<file path="src/rtl/synth_slot_sequencer_if.sv">
// Note-event ready/valid bus into the slot sequencer's event FIFO.
interface synth_slot_sequencer_if #(
   parameter int V_WIDTH = 3
);
   logic               evt_valid;
   logic               evt_ready;
   logic               evt_on;
   logic [V_WIDTH-1:0] evt_key_adr;
   logic [7:0]         evt_key_val;
   logic [7:0]         evt_vel;

   modport master (
      output evt_valid, evt_on, evt_key_adr, evt_key_val, evt_vel,
      input  evt_ready
   );

   modport slave (
      input  evt_valid, evt_on, evt_key_adr, evt_key_val, evt_vel,
      output evt_ready
   );
endinterface

</file>
<file path="src/rtl/synth_slot_sequencer.sv">
// Slot-index generator, per-frame note-event release FIFO and note-flag delay line.
// Optional statistics ports (stall counter, FIFO level) are enabled by SLOT_SEQ_STATS_EN.
module synth_slot_sequencer #(
   parameter int VOICES    = 8,
   parameter int V_OSC     = 4,
   parameter int O_ENVS    = 2,
   parameter int V_WIDTH   = 3,
   parameter int O_WIDTH   = 2,
   parameter int OE_WIDTH  = 1,
   parameter int SLOT_DIV  = 1,
   parameter int EVT_DEPTH = 4,
   parameter int NOTE_DLY  = 3
) (
   input  logic                                OSC_CLK,
   input  logic                                iRST,
   synth_slot_sequencer_if.slave               evt,
   input  logic [VOICES-1:0]                   keys_on,
   output logic [V_WIDTH+O_WIDTH+OE_WIDTH-1:0] xxxx,
   output logic                                slot_stb,
   output logic                                frame_start,
   output logic                                cur_evt_valid,
   output logic                                cur_evt_on,
   output logic [V_WIDTH-1:0]                  cur_key_adr,
   output logic [7:0]                          cur_key_val,
   output logic [7:0]                          cur_vel,
   output logic [VOICES-1:0]                   reg_keys_on,
   output logic [NOTE_DLY-1:0]                 note_on_dly
`ifdef SLOT_SEQ_STATS_EN
   ,
   output logic [15:0]                         evt_stall_cnt,
   output logic [$clog2(EVT_DEPTH):0]          fifo_level
`endif
);

   localparam int TOTAL = VOICES * V_OSC * O_ENVS;
   localparam int SW    = (TOTAL > 1) ? $clog2(TOTAL) : 1;
   localparam int DW    = (SLOT_DIV > 1) ? $clog2(SLOT_DIV) : 1;
   localparam int PW    = $clog2(EVT_DEPTH);
   localparam int XW    = V_WIDTH + O_WIDTH + OE_WIDTH;

   typedef struct packed {
      logic               on;
      logic [V_WIDTH-1:0] adr;
      logic [7:0]         key;
      logic [7:0]         vel;
   } evt_t;

   function automatic logic [XW-1:0] slot_index(input logic [SW-1:0] s);
      int si;
      si = int'(s);
      return {V_WIDTH'(si / (V_OSC * O_ENVS)), O_WIDTH'((si / O_ENVS) % V_OSC),
              OE_WIDTH'(si % O_ENVS)};
   endfunction

   logic [DW-1:0] div_cnt;
   logic [SW-1:0] slot;
   logic [SW-1:0] slot_nxt;
   logic          tick;
   logic          frame_edge;

   assign tick       = (div_cnt == DW'(SLOT_DIV - 1));
   assign slot_nxt   = (slot == SW'(TOTAL - 1)) ? '0 : slot + SW'(1);
   assign frame_edge = tick & (slot_nxt == '0);

   // Slot timing: counter idles at the last slot so the first tick opens a frame
   always_ff @(posedge OSC_CLK) begin
      if (iRST) begin
         div_cnt     <= '0;
         slot        <= SW'(TOTAL - 1);
         xxxx        <= '0;
         slot_stb    <= 1'b0;
         frame_start <= 1'b0;
      end else begin
         div_cnt     <= tick ? '0 : div_cnt + DW'(1);
         slot_stb    <= tick;
         frame_start <= frame_edge;
         if (tick) begin
            slot <= slot_nxt;
            xxxx <= slot_index(slot_nxt);
         end
      end
   end

   evt_t          mem [EVT_DEPTH];
   evt_t          head;
   logic [PW-1:0] wr_ptr;
   logic [PW-1:0] rd_ptr;
   logic [PW:0]   count;
   logic          full;
   logic          empty;
   logic          push;
   logic          pop;

   // Ready reflects occupancy before this edge's pop, so a full FIFO never takes a push
   assign full          = (count == (PW+1)'(EVT_DEPTH));
   assign empty         = (count == '0);
   assign evt.evt_ready = ~full;
   assign push          = evt.evt_valid & ~full;
   assign pop           = frame_edge & ~empty;
   assign head          = mem[rd_ptr];

   always_ff @(posedge OSC_CLK) begin
      if (push) mem[wr_ptr] <= '{on: evt.evt_on, adr: evt.evt_key_adr,
                                 key: evt.evt_key_val, vel: evt.evt_vel};
   end

   always_ff @(posedge OSC_CLK) begin
      if (iRST) begin
         wr_ptr <= '0;
         rd_ptr <= '0;
         count  <= '0;
      end else begin
         if (push) wr_ptr <= wr_ptr + PW'(1);
         if (pop)  rd_ptr <= rd_ptr + PW'(1);
         case ({push, pop})
            2'b10:   count <= count + (PW+1)'(1);
            2'b01:   count <= count - (PW+1)'(1);
            default: count <= count;
         endcase
      end
   end

   // Release stage: one event per frame; an empty frame keeps the last key data
   always_ff @(posedge OSC_CLK) begin
      if (iRST) begin
         cur_evt_valid <= 1'b0;
         cur_evt_on    <= 1'b0;
         cur_key_adr   <= '0;
         cur_key_val   <= '0;
         cur_vel       <= '0;
         reg_keys_on   <= '0;
         note_on_dly   <= '0;
      end else begin
         note_on_dly <= NOTE_DLY'({note_on_dly, cur_evt_valid & cur_evt_on});
         if (frame_edge) begin
            cur_evt_valid <= ~empty;
            cur_evt_on    <= ~empty & head.on;
            reg_keys_on   <= keys_on;
            if (!empty) begin
               cur_key_adr <= head.adr;
               cur_key_val <= head.key;
               cur_vel     <= head.vel;
            end
         end
      end
   end

`ifdef SLOT_SEQ_STATS_EN
   assign fifo_level = count;

   always_ff @(posedge OSC_CLK) begin
      if (iRST)                                            evt_stall_cnt <= '0;
      else if (evt.evt_valid && full && evt_stall_cnt != 16'hFFFF) evt_stall_cnt <= evt_stall_cnt + 16'd1;
   end
`endif

endmodule

</file>
<file path="src/flat_wrapper.sv">
// flat-port wrapper written by rule: the top's interface ports become plain ports
module synth_slot_sequencer_flat 
#(
   parameter int VOICES    = 8,
   parameter int V_OSC     = 4,
   parameter int O_ENVS    = 2,
   parameter int V_WIDTH   = 3,
   parameter int O_WIDTH   = 2,
   parameter int OE_WIDTH  = 1,
   parameter int SLOT_DIV  = 1,
   parameter int EVT_DEPTH = 4,
   parameter int NOTE_DLY  = 3
)
  (OSC_CLK, iRST, keys_on, xxxx, slot_stb, frame_start, cur_evt_valid, cur_evt_on, cur_key_adr, cur_key_val, cur_vel, reg_keys_on, note_on_dly, evt_evt_valid, evt_evt_on, evt_evt_key_adr, evt_evt_key_val, evt_evt_vel, evt_evt_ready);
  synth_slot_sequencer_if #(.V_WIDTH(V_WIDTH)) evt_i ();
  input  logic OSC_CLK;
  input  logic iRST;
  input  logic [VOICES-1:0] keys_on;
  output logic [V_WIDTH+O_WIDTH+OE_WIDTH-1:0] xxxx;
  output logic slot_stb;
  output logic frame_start;
  output logic cur_evt_valid;
  output logic cur_evt_on;
  output logic [V_WIDTH-1:0] cur_key_adr;
  output logic [7:0] cur_key_val;
  output logic [7:0] cur_vel;
  output logic [VOICES-1:0] reg_keys_on;
  output logic [NOTE_DLY-1:0] note_on_dly;
  input wire logic [$bits(evt_i.evt_valid)-1:0] evt_evt_valid;
  input wire logic [$bits(evt_i.evt_on)-1:0] evt_evt_on;
  input wire logic [$bits(evt_i.evt_key_adr)-1:0] evt_evt_key_adr;
  input wire logic [$bits(evt_i.evt_key_val)-1:0] evt_evt_key_val;
  input wire logic [$bits(evt_i.evt_vel)-1:0] evt_evt_vel;
  output wire logic [$bits(evt_i.evt_ready)-1:0] evt_evt_ready;
  assign evt_i.evt_valid = evt_evt_valid;
  assign evt_i.evt_on = evt_evt_on;
  assign evt_i.evt_key_adr = evt_evt_key_adr;
  assign evt_i.evt_key_val = evt_evt_key_val;
  assign evt_i.evt_vel = evt_evt_vel;
  assign evt_evt_ready = evt_i.evt_ready;
  synth_slot_sequencer #(.VOICES(VOICES), .V_OSC(V_OSC), .O_ENVS(O_ENVS), .V_WIDTH(V_WIDTH), .O_WIDTH(O_WIDTH), .OE_WIDTH(OE_WIDTH), .SLOT_DIV(SLOT_DIV), .EVT_DEPTH(EVT_DEPTH), .NOTE_DLY(NOTE_DLY)) u_core (.OSC_CLK(OSC_CLK), .iRST(iRST), .evt(evt_i), .keys_on(keys_on), .xxxx(xxxx), .slot_stb(slot_stb), .frame_start(frame_start), .cur_evt_valid(cur_evt_valid), .cur_evt_on(cur_evt_on), .cur_key_adr(cur_key_adr), .cur_key_val(cur_key_val), .cur_vel(cur_vel), .reg_keys_on(reg_keys_on), .note_on_dly(note_on_dly));
endmodule
</file>
<file path="config.mk">
export PLATFORM = sky130hd
export DESIGN_NAME = synth_slot_sequencer_flat
export DESIGN_NICKNAME = d
export VERILOG_FILES = /design/src/rtl/synth_slot_sequencer_if.sv /design/src/rtl/synth_slot_sequencer.sv /design/src/flat_wrapper.sv
export SDC_FILE = /design/constraint.sdc
export NUM_CORES = 1
export LEC_CHECK = 0
export CAP_MARGIN = 20
export CORE_UTILIZATION = 45
export CTS_CLUSTER_DIAMETER = 40
export DETAILED_ROUTE_END_ITERATION = 16
export PLACE_DENSITY = 0.68
export SKIP_LAST_GASP = 1
export SLEW_MARGIN = 20
export SYNTH_ARGS = -nofsm -noshare
export SYNTH_HDL_FRONTEND = slang
export SYNTH_SLANG_ARGS = --single-unit
</file>
<file path="constraint.sdc">
create_clock -name OSC_CLK -period 7.7 [get_ports OSC_CLK]
set_input_delay 1.54 -clock OSC_CLK [delete_from_list [all_inputs] [get_ports OSC_CLK]]
set_output_delay 1.54 -clock OSC_CLK [all_outputs]
set_load 0.03 [all_outputs]
</file>
-- Word level (Yosys, flattened, before mapping)
Memories as Yosys holds them, arrays and structs flattened. A register that Yosys moved wholly into a read port is not among the register bits.
Cells that the tools add are included.
- flip-flop bits (word level): 54
- memory bits (writable): 80
- bits of input ports: 31
- word-level logic and storage cells: 45
- memories kept: 1
- $add $sub $neg: 6
- eq/ne operators: 4
- mux-type cells: 6
- bitwise gates (word level): 8
- reduce and logical (&&, ||, !) cells: 5
- memories (memory ; words ; width ; rd ports ; clocked after memory_dff ; wr ports ; RTL line ; RTL):
    u_core.mem ; 4 ; 20 ; 1 ; 1 ; 1 ; synth_slot_sequencer.sv:84 ; evt_t mem [EVT_DEPTH];
- operators by type and width (cell ; count):
    adder 6 x 1 -> 6 bit, second input constant ; 1
    == test 6 bit, second input constant ; 1
    logical NOT 6 bit ; 1
    2-to-1 mux 6 bit ; 1
    case mux 3 bit (2 select lines) ; 1
    bitwise AND 1 bit ; 5
    adder 2 x 1 -> 2 bit, second input constant ; 2
    2-to-1 mux 2 bit ; 2
    adder 3 x 1 -> 3 bit, second input constant ; 1
    == test 3 bit, second input constant ; 1
    logical NOT 3 bit ; 1
    NOT 1 bit ; 3
    subtractor 3 x 1 -> 3 bit, second input constant ; 1
    == test 2 x 1 -> 1 bit, second input constant ; 1
    == test 2 bit, second input constant ; 1
    2-to-1 mux 1 bit ; 2
    AND reduction 2 bit ; 1
    nonzero test 2 bit ; 1
    OR reduction 2 bit ; 1
    adder 1 bit, second input constant ; 1

-- Logic depth before layout (Yosys ltp)
Gate-level depths: netlist of the first run.
- depth after elaboration: 7
- depth in mapped cells: 11

-- Worst setup path before layout of the first run
Ideal clock, no wire load.
- path type: input-to-reg
- from: input port evt_evt_valid
- to: register u_core.count[2]
- library setup time: 70 ps
- arrival time: 2902 ps
- data required time: 7630 ps
- setup slack: 4728 ps
- cell stages on the path: 8
- path buffers: 0
- cells stage by stage: and2_1 > inv_1 > ha_1 > inv_1 > fa_1 > xor2_1 > or3_1 > a21oi_1
- word-level cells in the longest chain between the ends: 3
- elaborated cells between the ends (all ways): 5
- classes of those cells: eq/ne (2); mux (1); bitwise (1); reduce/logical (1)
- RTL lines (what ; RTL line ; RTL):
    start: declaration ; flat_wrapper.sv:29 ; input wire logic [$bits(evt_i.evt_valid)-1:0] evt_evt_valid;
    bitwise AND 1 bit (*) ; synth_slot_sequencer.sv:98 ; assign push = evt.evt_valid & ~full;
    == test 2 x 1 -> 1 bit / == test 2 bit (equally long branches) ; synth_slot_sequencer.sv:115 ; case ({push, pop})
    case mux 3 bit (2 select lines) / nonzero test 2 bit (equally long branches) ; n/a ;
    end signal: assignment ; synth_slot_sequencer.sv:116 ; 2'b10: count <= count + (PW+1)'(1);
    end signal: assignment ; synth_slot_sequencer.sv:117 ; 2'b01: count <= count - (PW+1)'(1);
    end signal: assignment ; synth_slot_sequencer.sv:118 ; default: count <= count;
    end: declaration ; synth_slot_sequencer.sv:88 ; logic [PW:0] count;
Every way passes the cells marked *; elsewhere a longest branch is shown, timed or not.
A chain may end at the register's enable or synchronous reset.

-- Worst setup path in the final report of the first run
- from: register u_core.count[0]
- to: output port evt_evt_ready
- word-level cells in the longest chain between the ends: 2
- RTL lines (what ; RTL line ; RTL):
    == test 3 bit ; synth_slot_sequencer.sv:95 ; assign full = (count == (PW+1)'(EVT_DEPTH));
    NOT 1 bit ; synth_slot_sequencer.sv:97 ; assign evt.evt_ready = ~full;
    end: declaration ; flat_wrapper.sv:34 ; output wire logic [$bits(evt_i.evt_ready)-1:0] evt_evt_ready;
No other way between the ends.

==> run metrics, run 1 <==
Reg clk slew, reported paths 0.05 ns; Tot Pwr 1.72 mW; Reg2Reg Launch Point u_core.slot[0]; leading area contributor after synthesis edfxtp_1; max_slew headroom 0.317; synth top area cells edfxtp_1, dfxtp_1, mux4_2, mux2i_1, nor2_1; maximum achievable frequency 0.304 GHz; Gate power share 0.092; flops & latches, synth 136; Vias per Instance 4.98; most frequent cells in the layout edfxtp_1, clkdlybuf4s50_1, dfxtp_1; Worst path max stage delay 0.71 ns; minimum clock period 3.29 ns; Hold Path Class flip-flop to flip-flop; Num CTS Buffers 17; EDFF count, synth 80; Antenna diodes 0; pwr/cell area 264 nW/µm²; RSZ-0062 raised after global routing false; overall routing resource usage 0.171; # Max-Cap Violations 0; Leak 2.18 nW; CP delay by family, top buffers and inverters; DIE HEIGHT 109 µm; Fill cells 893; # IOs 72; Post-Route WL 8.83 mm; hold buffers post-CTS 0; Final nets 453; Setup Skew 0.00705 ns; Min-Delay Startpoint u_core.cur_evt_valid; Mapped Area 5180 µm²; Netlist cell types 37; Reg2Reg Depth 11; Psw 0.377 mW; post-CTS sizing 0; multi-input logic area 1530 µm²; Mapped Cells 340; grt total ovfl 0; number of buffers and inverters on the critical path 2; Slowest cell on crit path clkdlybuf4s50_1; fin crit share 0.428; Synth async-reset ratio 0; hold path endpoint u_core.note_on_dly[0]; Slew Viols, Final 0; share of cells above drive strength 1 0.127; Placed Area 5970 µm²; Syn. warnings 0; DR WL/cell 15.6 µm; die width 109 µm; Root Buffer clkbuf_16; vias in the first global route 2,892; CTS tree done; htree depth 4; Sw Ratio 0.220; gpl congestion 0.732; Detailed Route Iter0 Violations 96; Die ar. 11,900 µm²; DRC viols 0; VDD IR-drop max 0.197 mV; sequential-to-total area share from yosys stat 0.680; post-synth top area share 0.464; DR pass1 iterations 4; total number of vias 2,820; WS Path Type flip-flop to output pin; later-pin clock latency in the skew report 0.40 ns; R2R setup slack 4.57 ns; critical path peak fanout 6; initial antenna violation count 0; crit path DAT 1.75 ns; CP endpoint kind output pin; Post-CTS Setup Inserts 0; row count 38; Worst-Margin Slew 1.02 ns; fin area 6500 µm²; final setup violation count 0; status completed; FF/Latch Area 3520 µm²; Detail Route Antenna Nets 0; Synth Flop Type edfxtp_1; Area growth syn-to-layout 25.5%; Hold Path Depth 2; Detailed Place HPWL 5.50 mm; initial core utilization 0.469; IO buf count 71; Startpoint Class flip-flop; Clock Sinks 136; endpoints failing hold 0; Cell Int Power 1.34 mW; largest net degree at the start of global routing 56; crit-path cells inv_1, nand3_1, clkdlybuf4s50_1; commonest non-fill, non-tap cell in the layout edfxtp_1; Mean Syn Cell Area 15.2 µm²; first-pass GRT wire length 14.6 mm; Required @ worst endpoint 6.16 ns; sequential power share 0.484; syn nets 379; Fin Setup TNS 0 ns; core region area 11,000 µm²; clock power share 0.424; CTS Buffer Depth 2; worst r2r dst u_core.count[2]
[layout make-up]
cell class              instances  share of cell area
flip-flops and latches        136               0.542
repair buffers                 73               0.111
clock inverters                 4             0.00693
well taps                     140              0.0270
clock buffers                  27              0.0743
multi-input cells             180               0.235
inverters                       6             0.00347
[how the worst max path moves through the flow]
stage | from | end | slack [ns] | cells after the start
floorplan | evt_evt_valid | u_core.count[2] | 4.73 | 8
global placement | evt_evt_valid | u_core.count[2] | 4.19 | 9
detailed placement | evt_evt_valid | u_core.count[2] | 4.12 | 9
CTS | u_core.count[0] | evt_evt_ready | 4.39 | 3
global route | u_core.count[0] | evt_evt_ready | 4.30 | 3
finish | u_core.count[0] | evt_evt_ready | 4.41 | 3
[power by group through the flow]
stage / clock network [mW] / logic [mW] / registers [mW]
after global routing: 0.782 / 0.174 / 0.834
after CTS: 0.742 / 0.161 / 0.830
final: 0.728 / 0.158 / 0.830
after global placement: 0 / 0.157 / 0.843
after detailed placement: 0 / 0.160 / 0.845
after floorplan: 0 / 0.0991 / 0.851
[cell usage after synthesis, types with 5 or more instances]
master and number:
nand2b_1 5, mux4_2 20, xnor2_1 6, a21oi_1 12, clkbuf_1 10, dfxtp_1 56, ha_1 7, mux2i_1 28
nand2_1 9, nor2_1 47, inv_1 6, nor3_1 7, edfxtp_1 80, nor2b_1 7
[tightest hold or removal path, stage by stage (launching register included)]
cell and delay, ns:
dfxtp_1 0.32, nand2_1 0.06, nor2_1 0.03
[through the flow]
stage,cells,hold WS (ns),utilization,setup WS [ns]
4_1_cts,566,0.453,0.589,4.39
3_5_place_dp,535,0.447,0.541,4.12
3_3_place_gp,535,0.439,0.541,4.19
2_1_floorplan,340,0.467,-,4.73
5_1_grt,566,0.473,0.589,4.30
6_report,566,0.447,0.589,4.41
[flip-flops by register name, indices dropped and copies added, names as in the netlist, 2 cells and up, named ones only]
signal	flops
u_core.count	3
u_core.cur_key_adr	3
u_core.mem	80
u_core.rd_ptr	2
u_core.slot	6
u_core.cur_key_val	8
u_core.note_on_dly	3
u_core.wr_ptr	2
u_core.reg_keys_on	8
u_core.cur_vel	8
u_core.xxxx	6
[cell families after synthesis]
| family | share of synthesized area |
|---|---|
| xor+xnor | 0.0152 |
| simple gates | 0.0887 |
| flops | 0.680 |
| compound gates | 0.0254 |
| fa+ha+maj | 0.0208 |
| mux | 0.144 |
| other cells | 0.000724 |
| buf+inv | 0.0249 |
[layer usage]
layer | share of wire | vias up | track usage
met5 | 0 | - | 0
met2 | 0.51 | 72 | 0.283
met4 | 0.015 | 0 | 0.0667
met1 | 0.43 | 1348 | 0.200
li1 | - | 1389 | -
met3 | 0.045 | 11 | 0.0669
Note: power is estimated with default switching activity, not from simulation.
==> inputs of run 2 (changes only) <==
--- a/config.mk
+++ b/config.mk
@@ -9,7 +9,7 @@
 export CORE_UTILIZATION = 45
 export CTS_CLUSTER_DIAMETER = 40
 export DETAILED_ROUTE_END_ITERATION = 16
-export PLACE_DENSITY = 0.68
+export PLACE_DENSITY = 0.7
 export SKIP_LAST_GASP = 1
 export SLEW_MARGIN = 20
 export SYNTH_ARGS = -nofsm -noshare
==> constraint.sdc (replaced) <==
create_clock -name OSC_CLK -period 2.9 [get_ports OSC_CLK]
set_input_delay 0.58 -clock OSC_CLK [delete_from_list [all_inputs] [get_ports OSC_CLK]]
set_output_delay 0.58 -clock OSC_CLK [all_outputs]
set_load 0.03 [all_outputs]
==> run 2 against run 1 <==
Routed wire length rose by 5.9%. Sequential power rose to 2.7 times the previous value. Largest power group unchanged. Global-route usage rose by 0.051 points. Critical path type is now flip-flop to flip-flop. Cell area rose by 1.9%. Combinational power rose to 2.8 times the previous value.
==> run metrics, run 2 (synthesis results as in run 1) <==
status completed; post-CTS sizing 0 (unchanged); htree depth 4 (unchanged); Detail Route Antenna Nets 0 (unchanged); first-pass GRT wire length 14.6 mm (+0.38%); worst r2r dst u_core.count[2]; Min-Delay Startpoint u_core.cur_evt_valid; CTS Buffer Depth 2 (unchanged); IO buf count 71 (unchanged); dpl ws 0.179 ns (-3.94 ns); DR WL/cell 16.3 µm (+4.3%); maximum achievable frequency 0.365 GHz; Setup Skew 0.0105 ns (+0.00346 ns); fin area 6620 µm² (+1.9%); Num CTS Buffers 17 (unchanged); Worst path max stage delay 0.44 ns (-0.27 ns); max_slew headroom 0.514 (+0.197); Root Buffer clkbuf_16; Slowest cell on crit path dfxtp_1; number of buffers and inverters on the critical path 1 (-1); most frequent cells in the layout edfxtp_1, clkdlybuf4s50_1, dfxtp_1; # Max-Cap Violations 0 (unchanged); Hold Path Depth 2 (unchanged); CP endpoint kind flip-flop; core region area 11,000 µm² (unchanged); Hold Path Class flip-flop to flip-flop; largest net degree at the start of global routing 39 (-30%); crit path DAT 3.07 ns (+1.32 ns); hold buffers post-CTS 0 (unchanged); critical path peak fanout 8 (+2); total number of vias 2,953 (+4.7%); share of cells above drive strength 1 0.161 (+0.0342); Worst-Margin Slew 0.729 ns (-0.296 ns); Startpoint Class flip-flop; Reg with most FFs u_core.mem; DIE HEIGHT 109 µm (unchanged); Reg2Reg Depth 10 (-1); Detailed Place HPWL 5.64 mm (+2.5%); minimum clock period 2.74 ns; final non-filler cell total 575 (+1.6%); setup ws final 0.160 ns (-4.25 ns); Slew Viols, Final 0 (unchanged); Util after Layout 0.600 (+0.0110); WP depth 10 (+7); clock power share 0.446 (+0.022); crit-path cells ha_1, a21oi_1, o21a_1, nor4_4, ha_1, inv_1, fa_1, xor2_1, or3_1, a21oi_1; grt total ovfl 0 (unchanged); max reg flops 80 (unchanged); R2R setup slack 0.16 ns (-4.41 ns); later-pin clock latency in the skew report 0.40 ns (about the same); Psw 1.13 mW (+200%); critical path endpoint u_core.count[2]; gpl congestion 0.820 (+12%); Leak 2.25 nW (+3.0%); VDD IR-drop max 0.449 mV (+130%); RSZ-0062 raised after global routing false; Area growth syn-to-layout 27.8%; CP delay by family, top adder cells; # IOs 72 (unchanged); Reg2Reg Launch Point u_core.slot[0]; Clock Sinks 136 (unchanged); Die ar. 11,900 µm² (unchanged); Placed Area 6030 µm² (+1.0%); Fill cells 851 (-4.7%); initial core utilization 0.469 (unchanged); DR pass1 iterations 5 (+1); Final nets 461 (+1.8%); endpoints failing hold 0 (unchanged); vias in the first global route 2,891 (-0.035%); pwr/cell area 719 nW/µm² (+170%); Reg clk slew, reported paths 0.06 ns (about the same); DRC viols 0 (unchanged); Detailed Route Iter0 Violations 135 (+41%); WS Path Type flip-flop to flip-flop; Required @ worst endpoint 3.23 ns (-2.93 ns); commonest non-fill, non-tap cell in the layout edfxtp_1; Post-CTS Setup Inserts 0 (unchanged); Antenna diodes 0 (unchanged); Cell Int Power 3.63 mW (+170%); row count 38 (unchanged); Fin Setup TNS 0 ns (unchanged); die width 109 µm (unchanged); Vias per Instance 5.14 (+3.1%); overall routing resource usage 0.171 (+0.000506); Post-Route WL 9.36 mm (+5.9%); final setup violation count 0 (unchanged); initial antenna violation count 0 (unchanged); # placed instances 543 (+1.5%); Sw Ratio 0.238 (+0.0180); CP Launch Point u_core.slot[0]; fin crit share 0.945; sequential power share 0.462 (-0.022); CTS tree done; Gate power share 0.092 (about the same)
-- run 2: metal layers --
layer,up-vias,GRT usage,part of all wire
li1,1407,-,-
met2,73,0.293,0.53
met3,10,0.0532,0.040
met4,0,0.0571,0.0094
met1,1463,0.205,0.42
met5,-,0,0
-- run 2: worst reg2reg max path, cell delays in order, from the launching register on --
cell     delay (ns)
dfxtp_1        0.44
ha_1           0.31
a21oi_1        0.10
o21a_1         0.27
nor4_4         0.29
ha_1           0.22
inv_1          0.06
fa_1           0.37
xor2_1         0.16
or3_1          0.30
a21oi_1        0.14
-- run 2: worst min path at each step --
stage,end
after floorplan,u_core.count[2]
after global placement,u_core.note_on_dly[0]
after detailed placement,u_core.note_on_dly[0]
after CTS,u_core.note_on_dly[0]
after global routing,u_core.note_on_dly[0]
final,u_core.note_on_dly[0]
-- run 2: final cells by class --
cell class	instances	area, µm²	area share
flip-flops and latches	136	3520	0.532
multi-input cells	180	1530	0.231
repair buffers	81	781	0.118
clock buffers	17	425	0.0643
well taps	140	175	0.0265
clock inverters	15	165	0.0250
inverters	6	22.5	0.00340
-- run 2: power groups by stage --
stage | registers, mW | logic [mW] | clock network (mW)
after floorplan | 2.26 | 0.263 | 0
after global placement | 2.23 | 0.432 | 0
after detailed placement | 2.24 | 0.441 | 0
after CTS | 2.20 | 0.444 | 2.16
after global routing | 2.21 | 0.475 | 2.24
final | 2.20 | 0.437 | 2.12
-- run 2: metrics by stage --
step / total power [mW] / hold WS, ns
after global placement: 2.66 / 0.437
final: 4.76 / 0.451
after global routing: 4.93 / 0.471
after floorplan: 2.52 / 0.467
after CTS: 4.80 / 0.455
after detailed placement: 2.68 / 0.447
